<file path="src/rtl/tdm_pkg.sv">
// tdm_pkg: slot geometry and framing states shared by the TDM transmitter and receiver.
package tdm_pkg;
    localparam int NUM_SLOTS = 4;
    localparam int SLOT_W    = 2;
    typedef enum logic {HUNT, LOCK} state_t;
endpackage

</file>
<file path="src/rtl/tdm_slot_ctr.sv">
// tdm_slot_ctr: 2-bit slot index with clear, load-to-1 and wrapping increment.
module tdm_slot_ctr
    import tdm_pkg::*;
(
    input  logic              clk,
    input  logic              rst_n,
    input  logic              clr,
    input  logic              load1,
    input  logic              inc,
    output logic [SLOT_W-1:0] slot
);
    logic [SLOT_W-1:0] slot_q, slot_d;

    always_comb begin
        slot_d = clr ? '0 : load1 ? SLOT_W'(1) : inc ? slot_q + SLOT_W'(1) : slot_q;
    end

    always_ff @(posedge clk or negedge rst_n) begin
        if (!rst_n) slot_q <= '0;
        else        slot_q <= slot_d;
    end

    assign slot = slot_q;
endmodule

</file>
<file path="src/rtl/tdm_demux4.sv">
// tdm_demux4: locks onto frame_sync, steers TDM slots into shadow registers and
// presents all four channels in parallel once per complete frame.
module tdm_demux4
    import tdm_pkg::*;
#(
    parameter int WIDTH = 1
) (
    input  logic              clk,
    input  logic              rst_n,
    input  logic [WIDTH-1:0]  din,
    input  logic              din_valid,
    input  logic              frame_sync,
    output logic [WIDTH-1:0]  out0,
    output logic [WIDTH-1:0]  out1,
    output logic [WIDTH-1:0]  out2,
    output logic [WIDTH-1:0]  out3,
    output logic              out_valid,
    output logic [SLOT_W-1:0] slot,
    output logic              locked,
    output logic              sync_err
);
    state_t                              state_q, state_d;
    logic [WIDTH-1:0]                    shadow_q [NUM_SLOTS-1];
    logic [WIDTH-1:0]                    shadow_d [NUM_SLOTS-1];
    logic [NUM_SLOTS-1:0][WIDTH-1:0]     out_q, out_d;
    logic                                out_valid_q, out_valid_d;
    logic                                sync_err_q, sync_err_d;
    logic                                clr, load1, inc;

    tdm_slot_ctr u_slot_ctr (
        .clk   (clk),
        .rst_n (rst_n),
        .clr   (clr),
        .load1 (load1),
        .inc   (inc),
        .slot  (slot)
    );

    always_comb begin
        state_d     = state_q;
        shadow_d    = shadow_q;
        out_d       = out_q;
        out_valid_d = 1'b0;
        sync_err_d  = 1'b0;
        clr         = 1'b0;
        load1       = 1'b0;
        inc         = 1'b0;
        if (din_valid) begin
            if (state_q == HUNT) begin
                if (frame_sync) begin
                    shadow_d[0] = din;
                    load1       = 1'b1;
                    state_d     = LOCK;
                end
            end else if (frame_sync) begin
                // A sync at slot 0 is the normal frame start; anywhere else it
                // drops the partial frame and restarts from this beat.
                shadow_d[0] = din;
                load1       = 1'b1;
                sync_err_d  = (slot != '0);
            end else if (slot == '0) begin
                sync_err_d = 1'b1;
                clr        = 1'b1;
                state_d    = HUNT;
            end else begin
                inc = 1'b1;
                for (int i = 1; i < NUM_SLOTS - 1; i++)
                    if (slot == SLOT_W'(i)) shadow_d[i] = din;
                if (slot == SLOT_W'(NUM_SLOTS - 1)) begin
                    out_d       = {din, shadow_q[2], shadow_q[1], shadow_q[0]};
                    out_valid_d = 1'b1;
                end
            end
        end
    end

    always_ff @(posedge clk or negedge rst_n) begin
        if (!rst_n) begin
            state_q     <= HUNT;
            shadow_q    <= '{default: '0};
            out_q       <= '0;
            out_valid_q <= 1'b0;
            sync_err_q  <= 1'b0;
        end else begin
            state_q     <= state_d;
            shadow_q    <= shadow_d;
            out_q       <= out_d;
            out_valid_q <= out_valid_d;
            sync_err_q  <= sync_err_d;
        end
    end

    assign out0      = out_q[0];
    assign out1      = out_q[1];
    assign out2      = out_q[2];
    assign out3      = out_q[3];
    assign out_valid = out_valid_q;
    assign sync_err  = sync_err_q;
    assign locked    = (state_q == LOCK);
endmodule

</file>
<file path="config.mk">
export PLATFORM = sky130hd
export DESIGN_NAME = tdm_demux4
export DESIGN_NICKNAME = d
export VERILOG_FILES = /design/src/rtl/tdm_pkg.sv /design/src/rtl/tdm_slot_ctr.sv /design/src/rtl/tdm_demux4.sv
export SDC_FILE = /design/constraint.sdc
export NUM_CORES = 1
export LEC_CHECK = 0
export CORE_MARGIN = 5
export CORE_UTILIZATION = 35
export DETAILED_ROUTE_END_ITERATION = 7
export DONT_BUFFER_PORTS = 1
export HOLD_SLACK_MARGIN = 0.12
export PLACE_DENSITY = 0.55
export SLEW_MARGIN = 40
export SYNTH_ARGS = -nofsm -noshare
export SYNTH_HDL_FRONTEND = slang
export SYNTH_HIERARCHICAL = 1
export SYNTH_SLANG_ARGS = --single-unit
</file>
<file path="constraint.sdc">
create_clock -name clk -period 2.27 [get_ports clk]
set_input_delay 0.227 -clock clk [delete_from_list [all_inputs] [get_ports clk]]
set_output_delay 0.227 -clock clk [all_outputs]
set_load 0.03 [all_outputs]
</file>
==> summary.md <==
| Metric | Value |
|---|---|
| Run status | `finished, final reports clean` |
| Worst skew pair latency | `0.26 ns` |
| Sw Pwr | `353 uW` |
| Syn_nets | `50` |
| Logic depth of the worst register-to-register path | `6` |
| Master of the slowest instance on the critical path | `dfrtp_1` |
| Post-synthesis share of cell area spent on full adders, half adders and majority gates | `4.32%` |
| Avg Vias per Cell | `just over 5` |
| Synthesis-to-finish area growth | `16.8%` |
| Unique cell type count in the Yosys netlist | `20` |
| Startpoint of the most critical hold path | `din_valid` |
| Area used by multi-input combinational logic | `264 um2` |
| Chip width | `between 50 and 60 um` |
| Number of fillers in the final layout | `146` |
| Post-synthesis instance total | `43` |
| Number of synthesized register bits | `12` |
| Type of the setup path with the least slack | `reg2reg` |
| Average cell area after synthesis | `roughly 13 um2` |
| Overall via count from detail_route | `approximately 350` |
| Cts hold-fix bufs | `4` |
| Routed length per placed instance | `15.4 um` |
| Power share of the sequential group | `51.5%` |
| Sinks on Clock Net | `12` |
| Top library cells by usage in the layout, fill and taps aside | `dfrtp_1, inv_1, mux2_4, dlygate4sd3_1, clkbuf_4` |
| Maximum number of pins on one net before global-route repair | `13` |
| Ratio of final minimum period to clock period | `68.9%` |
| CP endpoint kind | `flop` |
| Clock Power Share | `14.5%` |
| Type of origin of the critical path | `flop` |
| Worst Clk Skew | `0.00418 ns` |
| Number of max-capacitance violations reported | `0` |
| Beginning of the critical path | `u_slot_ctr/slot[0]$_DFFE_PN0P_` |
| Cell Chain, Critical Path | `or2_2, ha_1, nand3_4, inv_1, a21bo_1, a211oi_2` |
| Count of input and output buffers | `0` |
| Remaining antenna violation count after routing | `0` |
| Setup total negative slack | `0 ns` |
| Maximum clock path buffer count | `2` |
| Instance count along the most critical hold path | `1` |
| Peak Freq | `0.640 GHz` |
| Post-CTS setup repair buffer count | `0` |
| Area of the core region | `1540 um2` |
| Xor-xnor portion of the synthesized cell area | `under 10%` |
| Number of antenna violations at the first check in global routing | `0` |
| Cell type with the largest total area after synthesis | `dfrtp_1` |
| H-tree depth reported by CTS | `1` |
| FF/Latch Area | `roughly 300 um2` |
| Startpoint of the worst-slack reg-to-reg timing path | `u_slot_ctr/slot[0]$_DFFE_PN0P_` |
| GRT Resource Usage Total | `8.66%` |
| Clock tree from TritonCTS | `done` |
| Finish-stage setup viols | `0` |
| Starting utilization of the core area | `37.6%` |
| Count of boundary I/O pins | `14` |
| Yosys warns | `6` |
| Post-Synth Simple-Gate Area | `18.8%` |
| Hold WS | `around 0.14 ns` |
| Yosys top cell area share | `51.8%` |
| Combinational fraction of design power | `approximately a third` |
| Placer congestion estimate | `0.640` |
| Slew Limit Headroom | `64.2%` |
| Final standard cell utilization of the core | `43.9%` |
| Die Ht | `slightly above 50 um` |
| Maximum fanout along the worst path | `4` |
| Final-report max-slew violation count | `0` |
| Starting DRC count in detailed routing | `6` |
| Delay of the slowest cell on the worst path | `0.37 ns` |
| Leading cell type in the layout, fill and taps excluded | `dfrtp_1` |
| Post-route cell area | `677 um2` |
| Wire length of the first global-routing pass | `approximately 1600 um` |
| Time the final worst path needs with I/O delays and setup | `1.56 ns` |
| Post-CTS Resized | `0` |
| Number of buffers created by CTS | `3` |
| Vias in the first global route | `343` |
| Final nets | `61` |
| Fraction of layout cells with a size suffix above 1 | `34.6%` |
| Portion of netlist area occupied by mux cells | `16.2%` |
| Power density of the placed cells | `1260 nW/um2` |
| Synth Cell Area | `579 um2` |
| Sw Ratio | `41.3%` |
| Area after DPL | `just over 600 um2` |
| Number of hold violations in the final report | `0` |
| Compound-cell area share of the yosys netlist | `4.75%` |
| Clk pin slew, worst setup/hold paths | `~0.070 ns` |
| Die area | `2570 um2` |
| DRT Wirelength | `about 1000 um` |
| Worst endpoint required time | `between 2 and 2.5 ns` |
| # rows | `14` |
| Slew @ Worst Pin | `0.536 ns` |
| Buffer cell driving the clock tree root | `clkbuf_4` |
| Count of TritonRoute iterations in the first routing pass | `4` |
| Data arrival time of the critical path | `1.75 ns` |
| HPWL after detailed placement | `between 800 and 900 um` |
| RSZ-0062 raised after global routing | `no` |
| Dominant cells by area after synthesis | `dfrtp_1, mux2_4, ha_1` |
| Post-route DRC violation count | `0` |
| Sum of overflow across all layers after global routing | `0` |
| Int Pwr | `between 500 and 600 uW` |
| Number of inserted diodes | `0` |
| Main combinational cell family by area after synthesis | `simple AND/OR/NAND/NOR gates` |
| Fraction of the yosys area taken by sequential cells | `51.8%` |
| Leakage power summed over all cells | `0.318 nW` |
| Worst vdd rail ir drop | `0.559 mV` |
| Hold Crit Class | `in2reg` |
## cell type report
type,count,area share (%)
repair buffers,6,8.13
inverters,4,2.22
multi-input cells,27,39.0
clock buffers,3,3.33
well taps,16,2.96
flip-flops and latches,12,44.4
## state kept, by name (all words and copies together), names as in the netlist
name / flops
out0: 1
locked: 1
out2: 1
out3: 1
shadow_q: 3
sync_err: 1
out_valid: 1
u_slot_ctr/slot: 2
out1: 1
## metal layers
layer	part of all wire (%)	routed length [um]	track usage [%]	up-vias
li1	-	-	-	164
met1	45	476	11.1	170
met2	46	484	11.6	12
met3	6.8	71	4.14	2
met4	1.6	17	5.11	0
met5	0	0	0	-
## cells in the mapped netlist
cell      count
nor2_4        1
nand3b_1      1
nor2_1        2
nand2_1       2
nor3_1        1
mux2_2        1
a21bo_1       1
and2_1        1
mux2_4        4
a211oi_2      1
mux2_1        2
nor3b_2       2
xnor2_1       1
and3_2        2
or2_2         1
a21oi_1       1
ha_1          2
inv_1         4
nand3_4       1
dfrtp_1      12
## cells by family after synthesis
kind of cell	Yosys count
and+or+nand+nor	14
DFF	12
muxes	7
buffers and inverters	4
AOI/OAI and AO/OA	3
adders and majority gates	2
xor gates and xnor gates	1
## metrics by stage
| stage | power, mW | setup WS [ns] | std cells |
|---|---|---|---|
| 2_1_floorplan | 0.657 | 0.541 | 43 |
| 3_3_place_gp | 0.715 | 0.754 | 61 |
| 3_5_place_dp | 0.729 | 0.710 | 61 |
| 4_1_cts | 0.870 | 0.697 | 68 |
| 5_1_grt | 0.912 | 0.616 | 68 |
| 6_report | 0.853 | 0.707 | 68 |
## path summary, 6_finish.rpt
path	end	slack, ns
max	u_slot_ctr/slot[1]$_DFFE_PN0P_	0.71
min	sync_err$_DFF_PN0_	0.14
max reg2reg	u_slot_ctr/slot[1]$_DFFE_PN0P_	0.71
min reg2reg	shadow_q[0]$_DFFE_PN0P_	0.50
max in group asynchronous	shadow_q[0]$_DFFE_PN0P_	1.53
min in group asynchronous	out3$_DFFE_PN0P_	0.38
## power groups by stage
| stage | Combinational (mW) | Sequential, mW | Clock, mW |
|---|---|---|---|
| after floorplan | 0.175 | 0.482 | 0 |
| after global placement | 0.272 | 0.443 | 0 |
| after detailed placement | 0.281 | 0.448 | 0 |
| after CTS | 0.294 | 0.443 | 0.132 |
| after global routing | 0.315 | 0.451 | 0.147 |
| final | 0.291 | 0.439 | 0.123 |
## critical path: cells and delay by family, from the launching register on
family | cells | cell delay [ns]
AOI/OAI and AO/OA | 2 | 0.37
adders and majority gates | 1 | 0.21
DFF | 1 | 0.37
and+or+nand+nor | 2 | 0.44
buffers and inverters | 1 | 0.09
Note: power is estimated with default switching activity, not from simulation.
